===== config.mk =====
export PLATFORM = sky130hd
export DESIGN_NAME = stage_mem_lsu_flat
export DESIGN_NICKNAME = d
export VERILOG_FILES = /design/src/rtl/stage_mem_lsu_pkg.sv /design/src/rtl/stage_mem_lsu_if.sv /design/src/rtl/stage_mem_lsu_align.sv /design/src/rtl/stage_mem_lsu.sv /design/src/flat_wrapper.sv
export SDC_FILE = /design/constraint.sdc
export NUM_CORES = 1
export LEC_CHECK = 0
export CORE_ASPECT_RATIO = 1.4
export CORE_UTILIZATION = 45
export DETAILED_ROUTE_END_ITERATION = 16
export HOLD_SLACK_MARGIN = 0.08
export PLACE_DENSITY = 0.87
export SYNTH_ARGS = -nofsm -noshare
export SYNTH_HDL_FRONTEND = slang
export SYNTH_SLANG_ARGS = --single-unit

===== constraint.sdc =====
create_clock -name clk -period 4.7 [get_ports clk]
set_input_delay 0.47 -clock clk [delete_from_list [all_inputs] [get_ports clk]]
set_output_delay 0.47 -clock clk [all_outputs]
set_load 0.02 [all_outputs]

===== src/rtl/stage_mem_lsu_pkg.sv =====
// Shared definitions for the MEM stage: load-op encodings, FSM states, default widths.
package stage_mem_lsu_pkg;
   localparam int DATA_W_DEF  = 32;
   localparam int PC_W_DEF    = 32;
   localparam int RADDR_W_DEF = 5;

   typedef enum logic [2:0] {
      LD_NONE = 3'b000,
      LD_B    = 3'b001,
      LD_H    = 3'b010,
      LD_W    = 3'b011,
      LD_BU   = 3'b101,
      LD_HU   = 3'b110
   } ld_op_e;

   typedef enum logic [1:0] {
      MEM_EMPTY = 2'd0,
      MEM_WAIT  = 2'd1,
      MEM_READY = 2'd2,
      MEM_DRAIN = 2'd3
   } mem_state_e;
endpackage


===== src/rtl/stage_mem_lsu_if.sv =====
// EX->MEM->WB pipeline bus plus data-SRAM response and ID forwarding tap.
interface stage_mem_lsu_if #(
   parameter int DATA_W  = stage_mem_lsu_pkg::DATA_W_DEF,
   parameter int PC_W    = stage_mem_lsu_pkg::PC_W_DEF,
   parameter int RADDR_W = stage_mem_lsu_pkg::RADDR_W_DEF
);
   logic               valid_in;
   logic               allow_in;
   logic               flush;
   logic [PC_W-1:0]    in_pc;
   logic [DATA_W-1:0]  in_alu_result;
   logic               in_rf_we;
   logic [RADDR_W-1:0] in_dest;
   logic [2:0]         in_ld_op;
   logic               mem_rvalid;
   logic [DATA_W-1:0]  mem_rdata;
   logic               valid_out;
   logic               allow_out;
   logic [PC_W-1:0]    out_pc;
   logic               out_rf_we;
   logic [RADDR_W-1:0] out_dest;
   logic [DATA_W-1:0]  out_result;
   logic               fwd_valid;
   logic               fwd_ready;

   modport master (
      output valid_in, flush, in_pc, in_alu_result, in_rf_we, in_dest, in_ld_op,
             mem_rvalid, mem_rdata, allow_out,
      input  allow_in, valid_out, out_pc, out_rf_we, out_dest, out_result,
             fwd_valid, fwd_ready
   );

   modport slave (
      input  valid_in, flush, in_pc, in_alu_result, in_rf_we, in_dest, in_ld_op,
             mem_rvalid, mem_rdata, allow_out,
      output allow_in, valid_out, out_pc, out_rf_we, out_dest, out_result,
             fwd_valid, fwd_ready
   );
endinterface


===== src/rtl/stage_mem_lsu_align.sv =====
// Load data alignment: picks the addressed byte/half lane of the SRAM word and extends it.
module mem_load_align
   import stage_mem_lsu_pkg::*;
#(
   parameter int DATA_W = DATA_W_DEF
) (
   input  logic [$clog2(DATA_W/8)-1:0] addr_lo,
   input  logic [2:0]                  ld_op,
   input  logic [DATA_W-1:0]           rdata,
   output logic [DATA_W-1:0]           result
);
   localparam int LANES = DATA_W/8;
   localparam int OFF_W = $clog2(LANES);

   logic [LANES-1:0][7:0]    lane_b;
   logic [LANES/2-1:0][15:0] lane_h;
   logic [7:0]               b;
   logic [15:0]              h;

   assign lane_b = rdata;
   assign lane_h = rdata;
   assign b      = lane_b[addr_lo];
   // halfword ignores the low offset bit; misaligned halves are trapped upstream
   assign h      = lane_h[addr_lo[OFF_W-1:1]];

   always_comb begin
      result = rdata;
      case (ld_op_e'(ld_op))
         LD_B:    result = {{(DATA_W-8){b[7]}}, b};
         LD_H:    result = {{(DATA_W-16){h[15]}}, h};
         LD_BU:   result = {{(DATA_W-8){1'b0}}, b};
         LD_HU:   result = {{(DATA_W-16){1'b0}}, h};
         default: result = rdata;
      endcase
   end
endmodule


===== src/rtl/stage_mem_lsu.sv =====
// MEM pipeline stage: one-entry stage register, load-response wait, flush/drain, forwarding tap.
module stage_mem_lsu
   import stage_mem_lsu_pkg::*;
#(
   parameter int DATA_W  = DATA_W_DEF,
   parameter int PC_W    = PC_W_DEF,
   parameter int RADDR_W = RADDR_W_DEF
) (
   input logic            clk,
   input logic            reset,
   stage_mem_lsu_if.slave bus
);
   localparam int OFF_W = $clog2(DATA_W/8);

   mem_state_e         state, state_nx;
   logic [PC_W-1:0]    pc_q;
   logic               rf_we_q;
   logic [RADDR_W-1:0] dest_q;
   logic [2:0]         ld_op_q;
   logic [OFF_W-1:0]   off_q;
   logic [DATA_W-1:0]  result_q;
   logic [DATA_W-1:0]  ld_data;
   logic               allow_in;
   logic               capture;
   logic               ld_done;

   mem_load_align #(.DATA_W(DATA_W)) u_align (
      .addr_lo (off_q),
      .ld_op   (ld_op_q),
      .rdata   (bus.mem_rdata),
      .result  (ld_data)
   );

   always_comb begin
      state_nx = state;
      allow_in = 1'b0;
      capture  = 1'b0;
      ld_done  = 1'b0;
      if (bus.flush) begin
         // a load already issued still owes its SRAM response, so it must be drained
         case (state)
            MEM_WAIT, MEM_DRAIN: state_nx = bus.mem_rvalid ? MEM_EMPTY : MEM_DRAIN;
            default:             state_nx = MEM_EMPTY;
         endcase
      end else begin
         allow_in = (state == MEM_EMPTY) || ((state == MEM_READY) && bus.allow_out);
         capture  = bus.valid_in && allow_in;
         case (state)
            MEM_EMPTY, MEM_READY: begin
               if (capture)
                  state_nx = (ld_op_e'(bus.in_ld_op) == LD_NONE) ? MEM_READY : MEM_WAIT;
               else if (state == MEM_READY && bus.allow_out)
                  state_nx = MEM_EMPTY;
            end
            MEM_WAIT: begin
               if (bus.mem_rvalid) begin
                  state_nx = MEM_READY;
                  ld_done  = 1'b1;
               end
            end
            MEM_DRAIN: if (bus.mem_rvalid) state_nx = MEM_EMPTY;
            default:   state_nx = MEM_EMPTY;
         endcase
      end
   end

   always_ff @(posedge clk) begin
      if (reset) begin
         state    <= MEM_EMPTY;
         pc_q     <= '0;
         rf_we_q  <= 1'b0;
         dest_q   <= '0;
         ld_op_q  <= '0;
         off_q    <= '0;
         result_q <= '0;
      end else begin
         state <= state_nx;
         if (capture) begin
            pc_q     <= bus.in_pc;
            rf_we_q  <= bus.in_rf_we;
            dest_q   <= bus.in_dest;
            ld_op_q  <= bus.in_ld_op;
            off_q    <= bus.in_alu_result[OFF_W-1:0];
            result_q <= bus.in_alu_result;
         end else if (ld_done) begin
            result_q <= ld_data;
         end
      end
   end

   assign bus.allow_in   = allow_in;
   assign bus.valid_out  = (state == MEM_READY);
   assign bus.out_pc     = pc_q;
   assign bus.out_rf_we  = rf_we_q;
   assign bus.out_dest   = dest_q;
   assign bus.out_result = result_q;
   assign bus.fwd_valid  = rf_we_q && ((state == MEM_WAIT) || (state == MEM_READY));
   assign bus.fwd_ready  = (state == MEM_READY);
endmodule


===== src/flat_wrapper.sv =====
// flat-port wrapper written by rule: the top's interface ports become plain ports
module stage_mem_lsu_flat import stage_mem_lsu_pkg::*;
#(
   parameter int DATA_W  = DATA_W_DEF,
   parameter int PC_W    = PC_W_DEF,
   parameter int RADDR_W = RADDR_W_DEF
)
  (clk, reset, bus_valid_in, bus_flush, bus_in_pc, bus_in_alu_result, bus_in_rf_we, bus_in_dest, bus_in_ld_op, bus_mem_rvalid, bus_mem_rdata, bus_allow_out, bus_allow_in, bus_valid_out, bus_out_pc, bus_out_rf_we, bus_out_dest, bus_out_result, bus_fwd_valid, bus_fwd_ready);
  stage_mem_lsu_if #(.DATA_W(DATA_W), .PC_W(PC_W), .RADDR_W(RADDR_W)) bus_i ();
  input logic clk;
  input logic reset;
  input wire logic [$bits(bus_i.valid_in)-1:0] bus_valid_in;
  input wire logic [$bits(bus_i.flush)-1:0] bus_flush;
  input wire logic [$bits(bus_i.in_pc)-1:0] bus_in_pc;
  input wire logic [$bits(bus_i.in_alu_result)-1:0] bus_in_alu_result;
  input wire logic [$bits(bus_i.in_rf_we)-1:0] bus_in_rf_we;
  input wire logic [$bits(bus_i.in_dest)-1:0] bus_in_dest;
  input wire logic [$bits(bus_i.in_ld_op)-1:0] bus_in_ld_op;
  input wire logic [$bits(bus_i.mem_rvalid)-1:0] bus_mem_rvalid;
  input wire logic [$bits(bus_i.mem_rdata)-1:0] bus_mem_rdata;
  input wire logic [$bits(bus_i.allow_out)-1:0] bus_allow_out;
  output wire logic [$bits(bus_i.allow_in)-1:0] bus_allow_in;
  output wire logic [$bits(bus_i.valid_out)-1:0] bus_valid_out;
  output wire logic [$bits(bus_i.out_pc)-1:0] bus_out_pc;
  output wire logic [$bits(bus_i.out_rf_we)-1:0] bus_out_rf_we;
  output wire logic [$bits(bus_i.out_dest)-1:0] bus_out_dest;
  output wire logic [$bits(bus_i.out_result)-1:0] bus_out_result;
  output wire logic [$bits(bus_i.fwd_valid)-1:0] bus_fwd_valid;
  output wire logic [$bits(bus_i.fwd_ready)-1:0] bus_fwd_ready;
  assign bus_i.valid_in = bus_valid_in;
  assign bus_i.flush = bus_flush;
  assign bus_i.in_pc = bus_in_pc;
  assign bus_i.in_alu_result = bus_in_alu_result;
  assign bus_i.in_rf_we = bus_in_rf_we;
  assign bus_i.in_dest = bus_in_dest;
  assign bus_i.in_ld_op = bus_in_ld_op;
  assign bus_i.mem_rvalid = bus_mem_rvalid;
  assign bus_i.mem_rdata = bus_mem_rdata;
  assign bus_i.allow_out = bus_allow_out;
  assign bus_allow_in = bus_i.allow_in;
  assign bus_valid_out = bus_i.valid_out;
  assign bus_out_pc = bus_i.out_pc;
  assign bus_out_rf_we = bus_i.out_rf_we;
  assign bus_out_dest = bus_i.out_dest;
  assign bus_out_result = bus_i.out_result;
  assign bus_fwd_valid = bus_i.fwd_valid;
  assign bus_fwd_ready = bus_i.fwd_ready;
  stage_mem_lsu #(.DATA_W(DATA_W), .PC_W(PC_W), .RADDR_W(RADDR_W)) u_core (.clk(clk), .reset(reset), .bus(bus_i));
endmodule

==> Word-level counts from Yosys, hierarchy flattened <==
Cells that the tools add are included.
{ "word_totals": {"reg_bits": 77, "in_bits": 111, "output_inout_bits": 74, "elab_cells": 51} }
{ "op_classes": {"eq_ne": 10, "mux": 21, "n_lt_le_gt_ge": 2, "n_reduce_logical": 11} }
{ "ops": {"columns": ["op", "n"], "rows": [
  ["case mux 32 bit (4 select lines)", 1],
  ["two-way mux 32 bit", 2],
  ["two-way mux 16 bit", 2],
  ["binary-select mux 8 bit (select 2 bit)", 1],
  ["two-way mux 2 bit", 8],
  ["two-way mux 8 bit", 1],
  ["equality test 3 bit (second input constant)", 2],
  ["!= test 3 bit (second input constant)", 2],
  ["case mux 2 bit (3 select lines)", 1],
  ["two-way mux 1 bit", 5],
  ["equality test 2 bit (second input constant)", 2],
  ["!= test 4 x 2 -> 1 bit (second input constant)", 1],
  ["OR reduction 2 bit", 2],
  ["equality test 3 x 1 -> 1 bit (second input constant)", 1],
  ["equality test 3 x 2 -> 1 bit (second input constant)", 1],
  ["logical AND 1 bit", 3],
  ["logical NOT 3 bit", 1],
  ["< comparator 2 x 3 -> 1 bit (second input constant)", 1],
  ["AND reduction 3 bit", 1],
  ["equality test 2 x 1 -> 1 bit (second input constant)", 1],
  ["logical NOT 2 bit", 1],
  ["logical OR 1 bit", 2],
  ["< comparator 1 x 2 -> 1 bit (second input constant)", 1],
  ["nonzero test 2 bit", 1]
]} }

==> Longest topological paths before layout <==
Gate-level depths: netlist of run 1.
{ "depth": {"word_depth": 7, "ltp_mapped": 9, "depth_no_buf": 7} }

==> Modules after synthesis <==
A second synthesis of run 1 with hierarchy kept.
{ "hier_totals": {"hier_cells": 514, "area_unflattened_um2": 4081.4} }
{ "modules_own_cells": {"columns": ["module", "cells_per_inst", "area_each_um2", "seq_area_each_um2", "n_inst"], "rows": [
  ["stage_mem_lsu", 360, 3114.2, 1541.5, 1],
  ["mem_load_align", 154, 967.2, 0.0, 1]
]} }

==> Least setup slack after synthesis of run 1 <==
Ideal clock, no wire load.
{ "synth_timing": {"path_kind": "reg2reg", "from": "reg u_core.state[0]", "to": "reg u_core.result_q[21] (netlist: u_core.bus.out_result[21])", "path_slack_ns": 2.612, "n_path_buf": 1, "t_arrival_ns": 1.928, "setup_time_ns": 0.160, "synth_period_minus_slack_ns": 2.088, "required_ns": 4.540, "path_stages_with_launch": 9, "cell_sequence": "dfxtp_1 > inv_1 > ha_1 > a21o_1 > nand2_1 > nand2_1 > a211oi_2 > buf_6 > a2111oi_4"} }
{ "synth_between": {"elab_chain_cells": 6, "word_cells_on_any_way": 11, "classes_between": "eq/ne (2); mux (4); reduce/logical (5)"} }
{ "synth_lines": {"columns": ["item", "line", "text"], "rows": [
  ["start: declaration", "stage_mem_lsu.sv:15", "mem_state_e state, state_nx;"],
  ["start signal: assignment", "stage_mem_lsu.sv:77", "state <= state_nx;"],
  ["equality test 2 bit *", null, null],
  ["net bus_fwd_ready", "flat_wrapper.sv:29", "output wire logic [$bits(bus_i.fwd_ready)-1:0] bus_fwd_ready;"],
  ["logical AND 1 bit *", "stage_mem_lsu.sv:46", "allow_in = (state == MEM_EMPTY) || ((state == MEM_READY) && bus.allow_out);"],
  ["logical OR 1 bit *", "stage_mem_lsu.sv:46", null],
  ["logical AND 1 bit *", "stage_mem_lsu.sv:47", "capture = bus.valid_in && allow_in;"],
  ["two-way mux 1 bit *", "stage_mem_lsu.sv:39", "if (bus.flush) begin"],
  ["two-way mux 32 bit or nonzero test 2 bit (tied branches)", null, null],
  ["end signal: assignment", "stage_mem_lsu.sv:84", "result_q <= bus.in_alu_result;"],
  ["end signal: assignment", "stage_mem_lsu.sv:86", "result_q <= ld_data;"],
  ["end: declaration", "stage_mem_lsu.sv:21", "logic [DATA_W-1:0] result_q;"]
]} }
The timed path passes the listed nets; every way through them passes the cells marked *.
A chain may end at the register's enable or synchronous reset.

==> Final worst setup path of run 1 <==
{ "layout_timing": {"from": "in bus_flush", "to": "reg u_core.result_q[20] (netlist: u_core.bus.out_result[20])"} }
{ "layout_between": {"elab_chain_cells": 2, "word_cells_on_any_way": 4, "classes_between": "mux (3); reduce/logical (1)"} }
{ "layout_lines": {"columns": ["item", "line", "text"], "rows": [
  ["start: declaration", "flat_wrapper.sv:13", "input wire logic [$bits(bus_i.flush)-1:0] bus_flush;"],
  ["two-way mux 1 bit", "stage_mem_lsu.sv:39", null],
  ["two-way mux 32 bit or nonzero test 2 bit (tied branches)", null, null]
]} }
Parallel ways exist; a longest one is shown, timed or not.

==> results of run 1 <==
## metal layers
| metal | track usage | routed length (um) | up-vias |
|---|---|---|---|
| met5 | 0 | 0 | - |
| met4 | 0.174 | 613 | 0 |
| met3 | 0.0565 | 854 | 52 |
| met2 | 0.476 | 6460 | 217 |
| met1 | 0.301 | 4550 | 2001 |
| li1 | - | - | 2098 |
## cell usage after synthesis (2+ instances only)
cell and count:
nand2_1 132, a21oi_1 77, dfxtp_1 77, nor2_1 35, o21ai_0 27, clkbuf_1 25, nor3_1 17, nor2b_1 12
a2111oi_4 10, o31ai_1 10, buf_2 9, a221oi_1 8, o311ai_0 7, or3_1 7, a2111oi_0 6, a221o_1 6
inv_1 5, buf_1 4, ha_1 4, nand2b_1 3, and2_1 2, buf_6 2, mux2i_1 2, nand3_1 2
nand3b_1 2, nand4_1 2, o2bb2ai_1 2
## metrics by stage
| stage | hold WS [ns] | cells | util |
|---|---|---|---|
| 5_1_grt | 0.481 | 777 | 0.707 |
| 3_3_place_gp | 0.440 | 761 | 0.675 |
| 4_1_cts | 0.453 | 777 | 0.707 |
| 6_report | 0.452 | 777 | 0.707 |
| 3_5_place_dp | 0.446 | 761 | 0.675 |
| 2_1_floorplan | 0.450 | 508 | - |
## power by group through the flow
stage               sequential, mW  clock [mW]  combinational, mW
floorplan                    0.800           0              0.208
global placement             0.756           0              0.477
detailed placement           0.757           0              0.491
CTS                          0.745       0.632              0.495
global route                 0.752       0.658              0.530
finish                       0.745       0.622              0.493
## final cells by class
cell class,count,share of cell area
clock buffer,12,0.0407
inverter,5,0.00310
tap,105,0.0217
sequential,77,0.255
multi-input combinational,385,0.366
clock inverter,4,0.00393
timing repair buffer,189,0.310
## how the worst max path moves through the flow
stage,slack (ns),end,startpoint
global route,1.81,u_core.bus.out_result[20]$_SDFFE_PP0P_,bus_flush
floorplan,2.61,u_core.bus.out_result[21]$_SDFFE_PP0P_,u_core.state[0]$_SDFFE_PP0P_
finish,1.92,u_core.bus.out_result[20]$_SDFFE_PP0P_,bus_flush
CTS,1.93,u_core.bus.out_result[20]$_SDFFE_PP0P_,bus_flush
detailed placement,1.67,u_core.bus.out_result[31]$_SDFFE_PP0P_,bus_flush
global placement,1.89,u_core.bus.out_result[19]$_SDFFE_PP0P_,bus_flush
## tightest hold or removal path: cells and delay by family, from the launching register on
| kind | cells | cell delay, ns |
|---|---|---|
| and+or+nand+nor | 1 | 0.05 |
| AOI/OAI and AO/OA | 1 | 0.05 |
| DFF | 1 | 0.30 |
## flip-flops by register name (all words and copies together), names as in the netlist
| name | flops |
|---|---|
| u_core.bus.out_pc | 32 |
| u_core.bus.out_result | 32 |
| u_core.bus.out_dest | 5 |
| u_core.ld_op_q | 3 |
| u_core.off_q | 2 |
| u_core.state | 2 |
| u_core.bus.out_rf_we | 1 |
## cells by family (layout without fill, tap and decap cells)
logic type | count (synthesis) | after routing | share of synthesized area
compound gates | 159 | 159 | 0.301
fa+ha+maj | 4 | 4 | 0.0127
buf+inv | 46 | 210 | 0.0513
flops | 77 | 77 | 0.390
mux | 2 | 2 | 0.00507
simple gates | 220 | 220 | 0.240
==> metrics.md, run 1 <==
| Metric | Value |
|---|---|
| Outcome | `finished clean` |
| IO Pins | `185` |
| CTS root buffer | `clkbuf_16` |
| Post-DP Area | `just under 6000 um^2` |
| Area delta synth->final | `53.3%` |
| Num rows | `40` |
| H-tree depth | `3` |
| Net Sw Frac | `0.294` |
| Library cells used by synthesis | `40` |
| Post-DP HPWL | `9230 um` |
| FF+latch area | `about 1500 um^2` |
| Critical path required time | `4.87 ns` |
| Clock skew | `0.00308 ns` |
| Hold Startpoint | `u_core.bus.out_pc[3]$_SDFFE_PP0P_` |
| CTS Hold Bufs | `0` |
| Synthesis-stage register bit count | `77` |
| Final WS setup | `1.92 ns` |
| Buffers on Ports | `around 180` |
| 1st-pass router iterations | `9` |
| Biggest area consumer among synthesized cells | `dfxtp_1` |
| Die width | `81.2 um` |
| Fmax | `approximately 360 MHz` |
| Postcts setup bufs | `0` |
| GRT Overall Usage | `0.276` |
| Signal arrival time at the worst endpoint | `between 2 and 3 ns` |
| DRT antenna net count | `0` |
| RSZ-0062 raised after global routing | `no` |
| Post-synth EDFFs | `0` |
| WP depth | `6` |
| Total gr overflow | `0` |
| Largest net degree at the start of global routing | `50` |
| Most used flip-flop cell after synthesis | `dfxtp_1` |
| Pwr Total | `1.86 mW` |
| Core Box Area | `8560 um^2` |
| Max transition margin | `0.369` |
| Sequential share of power | `0.401` |
| Synth Instances | `508` |
| Clk sinks | `77` |
| Mapped Nets | `623` |
| # DRC | `0` |
| Ratio of cells with drive above 1 in the final layout | `0.0551` |
| PostCTS Resize Cnt | `0` |
| DRT iter0 DRCs | `about 500` |
| Most frequent cells in the layout | `clkdlybuf4s50_1 (183), nand2_1 (131), a21oi_1 (77), dfxtp_1 (77), nor2_1 (35)` |
| Vias per cell | `5.62` |
| Crit-path max FO | `49` |
| Post-synthesis sequential area ratio | `0.390` |
| CTS buffer count | `9` |
| Starting Density | `0.461` |
| Layout filler cell count | `651` |
| Routed WL | `12500 um` |
| Synth Area per Inst | `around 7.8 um^2` |
| Yosys top cell area share | `0.390` |
| Vias in the first global route | `4249` |
| Clock buffer depth | `2` |
| Startpoint Class | `input pin` |
| Setup WS pre-CTS | `1.67 ns` |
| Internal Dissipation | `1.31 mW` |
| CTS tree | `built` |
| Nets | `782` |
| First-pass GRT wire length | `19600 um` |
| Critical path's top delay family | `simple AND/OR/NAND/NOR gates` |
| Static Leak | `between 2 and 2.5 nW` |
| Final slew viol count | `0` |
| FF-to-FF End | `u_core.bus.out_result[20]$_SDFFE_PP0P_` |
| Commonest non-fill, non-tap cell in the layout | `clkdlybuf4s50_1` |
| WL/cell | `16.1 um` |
| Final hold violations | `0` |
| CP endpoint kind | `register` |
| N_diodes | `0` |
| Worst-Margin Slew | `0.945 ns` |
| Psw | `~0.55 mW` |
| Top post-synthesis cells by area | `dfxtp_1 (39%), nand2_1 (13%), a21oi_1 (9.8%), a2111oi_4 (7.0%), o21ai_0 (3.4%)` |
| Sum Neg Setup Slack | `0 ns` |
| Setup violators final | `0` |
| RR Startpoint | `u_core.state[0]$_SDFFE_PP0P_` |
| Die height | `113 um` |
| Final period util | `0.592` |
| Biggest cell delay along the critical path | `0.76 ns` |
| GPL Wtd Cong | `0.970` |
| Worst hold endpoint | `u_core.bus.out_pc[3]$_SDFFE_PP0P_` |
| Vias | `4368` |
| Worst R2R Setup Slack | `1.95 ns` |
| Ys async rst share | `0` |
| Die area | `9160 um^2` |
| Power density cells | `about 310 nW/um^2` |
| Final min period | `2.78 ns` |
| Peak VDD IR | `roughly 0.30 mV` |
| Clock share of power | `0.334` |
| Crit-path cells | `clkdlybuf4s50_1 > nor2b_1 > and2_2 > buf_4 > nor3_1 > a2111oi_0` |
| Initial antenna violation count | `0` |
| Crit Path Category | `in -> reg` |
| Comb pwr share | `0.265` |
| Max Cap Viol | `0` |
| Synth warn | `0` |
| Worst hold path type | `reg -> reg` |
| Worst R2R Path Depth | `7` |
| Clock transition at path regs | `~0.05 ns` |
| Post-Syn Area | `3950 um^2` |
| Worst skew pair latency | `about 0.33 ns` |
| Hold path cells | `2` |
| Buffers plus inverters on the worst setup path | `2` |
| CP max stage cell | `and2_2` |
| Post-route cell area | `6050 um^2` |
| Area of the multi-input gates | `2210 um^2` |
Note: power is estimated with default switching activity, not from simulation.
==> inputs of run 2 (changes only) <==
--- a/config.mk
+++ b/config.mk
@@ -6,10 +6,10 @@
 export NUM_CORES = 1
 export LEC_CHECK = 0
 export CORE_ASPECT_RATIO = 1.4
-export CORE_UTILIZATION = 45
+export CORE_UTILIZATION = 38
 export DETAILED_ROUTE_END_ITERATION = 16
 export HOLD_SLACK_MARGIN = 0.08
-export PLACE_DENSITY = 0.87
+export PLACE_DENSITY = 0.78
 export SYNTH_ARGS = -nofsm -noshare
 export SYNTH_HDL_FRONTEND = slang
 export SYNTH_SLANG_ARGS = --single-unit
==> constraint.sdc (replaced) <==
create_clock -name clk -period 2.3 [get_ports clk]
set_input_delay 0.23 -clock clk [delete_from_list [all_inputs] [get_ports clk]]
set_output_delay 0.23 -clock clk [all_outputs]
set_load 0.02 [all_outputs]
==> metrics.md, run 2 (synthesis results as in run 1) <==
| Metric | Value |
|---|---|
| Worst hold path type | `in -> reg` |
| Post-Layout Cell Count | `830` |
| Static Leak | `~2.2 nW` |
| Largest net degree at the start of global routing | `71` |
| Die width | `88.1 um` |
| Starting Density | `0.394` |
| Biggest cell delay along the critical path | `approximately 0.53 ns` |
| Post-DP HPWL | `between 9000 and 10000 um` |
| # DRC | `0` |
| Outcome | `finished clean` |
| Vias | `about 4400` |
| Sum Neg Setup Slack | `0 ns` |
| Signal arrival time at the worst endpoint | `about 1.9 ns` |
| Num rows | `43` |
| DRT antenna net count | `0` |
| Core Box Area | `10000 um^2` |
| Final hold violations | `0` |
| Initial antenna violation count | `0` |
| CTS buffer count | `9` |
| Total gr overflow | `0` |
| Clock transition at path regs | `0.06 ns` |
| Commonest non-fill, non-tap cell in the layout | `clkdlybuf4s50_1` |
| RSZ-0062 raised after global routing | `no` |
| Clock skew | `around 0.0046 ns` |
| Vias in the first global route | `4259` |
| Post-DP Area | `5980 um^2` |
| IO Pins | `185` |
| 1st-pass router iterations | `5` |
| Peak VDD IR | `0.420 mV` |
| First-pass GRT wire length | `19800 um` |
| Post-route cell area | `6350 um^2` |
| CTS tree | `built` |
| Final min period | `2.15 ns` |
| Ratio of cells with drive above 1 in the final layout | `0.0878` |
| Die height | `123 um` |
| RR Startpoint | `u_core.state[0]$_SDFFE_PP0P_` |
| Area delta synth->final | `61.0%` |
| Most frequent cells in the layout | `clkdlybuf4s50_1 (183), nand2_1 (131), a21oi_1 (77), dfxtp_1 (77), nor2_1 (35)` |
| CP endpoint kind | `output port` |
| Worst-Margin Slew | `0.705 ns` |
| Crit-path cells | `inv_1 > ha_1 > buf_4 > a21oi_1 > nor2_1 > clkdlybuf4s50_1` |
| GPL Wtd Cong | `0.862` |
| CTS Hold Bufs | `0` |
| Max transition margin | `0.529` |
| Critical path required time | `2.07 ns` |
| GRT Overall Usage | `0.235` |
| Fmax | `465 MHz` |
| Vias per cell | `~5.3` |
| Final period util | `0.935` |
| Pwr Total | `between 4 and 5 mW` |
| Crit-path max FO | `5` |
| CTS root buffer | `clkbuf_16` |
| Clk sinks | `77` |
| Nets | `806` |
| Setup crit end | `bus_allow_in` |
| Startpoint Class | `register` |
| CP max stage cell | `clkdlybuf4s50_1` |
| Crit Path Category | `reg -> out` |
| H-tree depth | `3` |
| Buffers on Ports | `184` |
| Worst R2R Path Depth | `7` |
| WL/cell | `15.5 um` |
| DRT iter0 DRCs | `approximately 280` |
| Setup violators final | `0` |
| Worst skew pair latency | `0.33 ns` |
| FF-to-FF End | `u_core.bus.out_result[16]$_SDFFE_PP0P_` |
| Power density cells | `641 nW/um^2` |
| Max Cap Viol | `0` |
| Worst R2R Setup Slack | `0.32 ns` |
| Die area | `10800 um^2` |
| Final slew viol count | `0` |
| Routed WL | `12900 um` |
| Clock buffer depth | `2` |
| N_diodes | `0` |
| Critical path origin | `u_core.state[0]$_SDFFE_PP0P_` |
| Hold Startpoint | `reset` |
| Placed insts | `811` |
run 2: cell types whose count changed in the layout (fill, tap and decap cells not counted), sizes merged:
cell,delta
buf,+24
clkinv,-3
bufinv,+2
clkbuf,-1
clkinvlp,+1
run 2: worst min-delay path by stage:
stage / end / slack (ns) / cells past startpoint
after floorplan: u_core.ld_op_q[2]$_SDFFE_PP0P_ / 0.37 / 2
after global placement: u_core.bus.out_result[13]$_SDFFE_PP0P_ / 0.43 / 2
after detailed placement: u_core.bus.out_result[14]$_SDFFE_PP0P_ / 0.44 / 2
after CTS: u_core.off_q[1]$_SDFFE_PP0P_ / 0.37 / 2
after global routing: u_core.off_q[1]$_SDFFE_PP0P_ / 0.39 / 2
final: u_core.ld_op_q[2]$_SDFFE_PP0P_ / 0.38 / 2
run 2: critical path, delay by kind of cell, from the launching register on:
family	cells	cell delay (ns)
compound gates	1	0.19
fa+ha+maj	1	0.21
buf+inv	3	0.76
flops	1	0.37
simple gates	1	0.06
run 2: area by class of cell:
class	count	area [um^2]
Tap cell	135	169
Multi-Input combinational cell	385	2210
Sequential cell	77	1540
Clock buffer	11	243
Clock inverter	4	72.6
Timing Repair Buffer	213	2100
Fill cell	891	3650
Inverter	5	18.8
run 2: what timing repair did:
item / 4_1_cts / 5_1_grt
resized for setup: 0 / 1
buffers inserted: 4 / 0
pin swaps: 1 / 0
setup endpoints to repair: 7 / 2
run 2: power breakdown:
group | internal [mW] | switching, mW
Combinational | 0.530 | 0.548
Clock | 0.971 | 0.524
Sequential | 1.44 | 0.0619
run 2: stage by stage:
stage | setup WS (ns) | hold slack (ns) | utilization
6_report | 0.150 | 0.383 | 0.635
5_1_grt | 0.0439 | 0.395 | 0.635
4_1_cts | 0.120 | 0.368 | 0.635
3_5_place_dp | -0.231 | 0.442 | 0.598
3_3_place_gp | -0.149 | 0.434 | 0.598
2_1_floorplan | 0.212 | 0.366 | -
run 2: layer usage:
| metal | part of all wire | track usage | vias up |
|---|---|---|---|
| met1 | 0.40 | 0.263 | 2093 |
| met4 | 0.021 | 0.0948 | 0 |
| met2 | 0.53 | 0.427 | 168 |
| met5 | 0 | 0 | - |
| met3 | 0.058 | 0.0484 | 23 |
| li1 | - | - | 2154 |
==> inputs of run 3 (changes only) <==
--- a/config.mk
+++ b/config.mk
@@ -6,6 +6,7 @@
 export NUM_CORES = 1
 export LEC_CHECK = 0
 export CORE_ASPECT_RATIO = 1.4
+export CORE_MARGIN = 2
 export CORE_UTILIZATION = 38
 export DETAILED_ROUTE_END_ITERATION = 16
 export HOLD_SLACK_MARGIN = 0.08
==> metrics.md, run 3 (synthesis results as in run 1) <==
| Metric | Value |
|---|---|
| Ratio of cells with drive above 1 in the final layout | `0.0731` |
| CTS root buffer | `clkbuf_16` |
| Sum Neg Setup Slack | `0 ns` |
| Fmax | `472 MHz` |
| CTS buffer count | `9` |
| Vias per cell | `5.27` |
| Die area | `11200 um^2` |
| Worst hold path type | `in -> reg` |
| Critical path origin | `u_core.state[0]$_SDFFE_PP0P_` |
| Area of the multi-input gates | `2210 um^2` |
| Final min period | `2.12 ns` |
| Layout filler cell count | `925` |
| Worst-Margin Slew | `0.656 ns` |
| H-tree depth | `3` |
| Die height | `125 um` |
| Commonest non-fill, non-tap cell in the layout | `clkdlybuf4s50_1` |
| Nets | `795` |
| Core Box Area | `10200 um^2` |
| Final slew viol count | `0` |
| First-pass GRT wire length | `between 20000 and 25000 um` |
| Placed insts | `807` |
| Setup WS pre-CTS | `0.0249 ns` |
| Hold slack | `0.278 ns` |
| Initial antenna violation count | `0` |
| Final period util | `0.921` |
| Final WS setup | `0.181 ns` |
| Num rows | `44` |
| Critical path required time | `2.07 ns` |
| Signal arrival time at the worst endpoint | `1.89 ns` |
| Static Leak | `2.15 nW` |
| DRT antenna net count | `0` |
| GRT Overall Usage | `0.222` |
| Buffers on Ports | `184` |
| WL/cell | `15.5 um` |
| Worst skew pair latency | `0.33 ns` |
| Area delta synth->final | `57.7%` |
| Setup violators final | `0` |
| Post-DP Area | `between 5000 and 6000 um^2` |
| DRT iter0 DRCs | `263` |
| Clock skew | `0.00761 ns` |
| PostCTS Resize Cnt | `0` |
| Power density cells | `~630 nW/um^2` |
| Max Cap Viol | `0` |
| Post-Layout Cell Count | `822` |
| GPL Wtd Cong | `approximately 0.85` |
| Total gr overflow | `0` |
| Starting Density | `0.386` |
| RSZ-0062 raised after global routing | `no` |
| Postcts setup bufs | `0` |
| Vias | `approximately 4300` |
| CTS tree | `built` |
| N_diodes | `0` |
| Crit Path Category | `reg -> out` |
| Pwr Total | `3.95 mW` |
| FF+latch area | `1540 um^2` |
| Core Util, Final | `0.608` |
| IO Pins | `185` |
| Most frequent cells in the layout | `clkdlybuf4s50_1 (183), nand2_1 (131), a21oi_1 (77), dfxtp_1 (77), nor2_1 (35)` |
| Max transition margin | `0.562` |
| Clk sinks | `77` |
| Startpoint Class | `register` |
| 1st-pass router iterations | `4` |
| Post-DP HPWL | `9750 um` |
| RR Startpoint | `u_core.state[0]$_SDFFE_PP0P_` |
| Largest net degree at the start of global routing | `~70` |
| Outcome | `finished clean` |
| # DRC | `0` |
| Peak VDD IR | `0.466 mV` |
| Clock transition at path regs | `~0.060 ns` |
| CP endpoint kind | `output port` |
| Clock buffer depth | `2` |
| Final hold violations | `0` |
| Vias in the first global route | `~4400` |
| Die width | `around 90 um` |
| Routed WL | `12700 um` |
| Post-route cell area | `6220 um^2` |
| Hold Startpoint | `reset` |
| Crit-path max FO | `6` |
| CTS Hold Bufs | `0` |
[run 3: cell count changes in the layout (fill, tap and decap cells not counted)]
cell        before  now
buf_6            1    0
bufinv_16        2    1
buf_12           3    1
clkinv_2         1    2
clkinv_4         0    1
clkinvlp_4       1    0
buf_4           25   17
[run 3: layer usage]
| metal | part of all wire | track usage | up-vias |
|---|---|---|---|
| met2 | 0.51 | 0.392 | 150 |
| met1 | 0.41 | 0.257 | 2015 |
| met5 | 0 | 0 | - |
| li1 | - | - | 2127 |
| met4 | 0.032 | 0.0995 | 0 |
| met3 | 0.048 | 0.0436 | 36 |
[run 3: area by class of cell]
| type | instances | area share |
|---|---|---|
| inverters | 5 | 0.00302 |
| repair buffers | 202 | 0.319 |
| clock inverters | 4 | 0.00784 |
| well taps | 138 | 0.0277 |
| flip-flops and latches | 77 | 0.248 |
| clock buffers | 11 | 0.0390 |
| multi-input cells | 385 | 0.356 |
[run 3: worst paths after layout]
path                                                  to  slack (ns)  depth (start not counted)
setup reg to reg  u_core.bus.out_result[20]$_SDFFE_PP0P_        0.20                          8
hold / removal        u_core.bus.out_pc[29]$_SDFFE_PP0P_        0.28                          2
setup / recovery                            bus_allow_in        0.18                          5
hold reg to reg        u_core.bus.out_pc[6]$_SDFFE_PP0P_        0.45                          2
[run 3: power breakdown]
| group | switching, mW | internal [mW] | leakage [nW] |
|---|---|---|---|
| logic | 0.535 | 0.512 | 1.38 |
| clock network | 0.532 | 0.862 | 0.145 |
| registers | 0.0653 | 1.44 | 0.630 |
| total | 1.13 | 2.81 | 2.15 |
[run 3: critical path, cell delays in order (launching register included)]
cell	delay (ns)
dfxtp_1	0.41
inv_1	0.09
ha_1	0.26
a21oi_1	0.20
nor2_1	0.06
clkdlybuf4s50_1	0.54
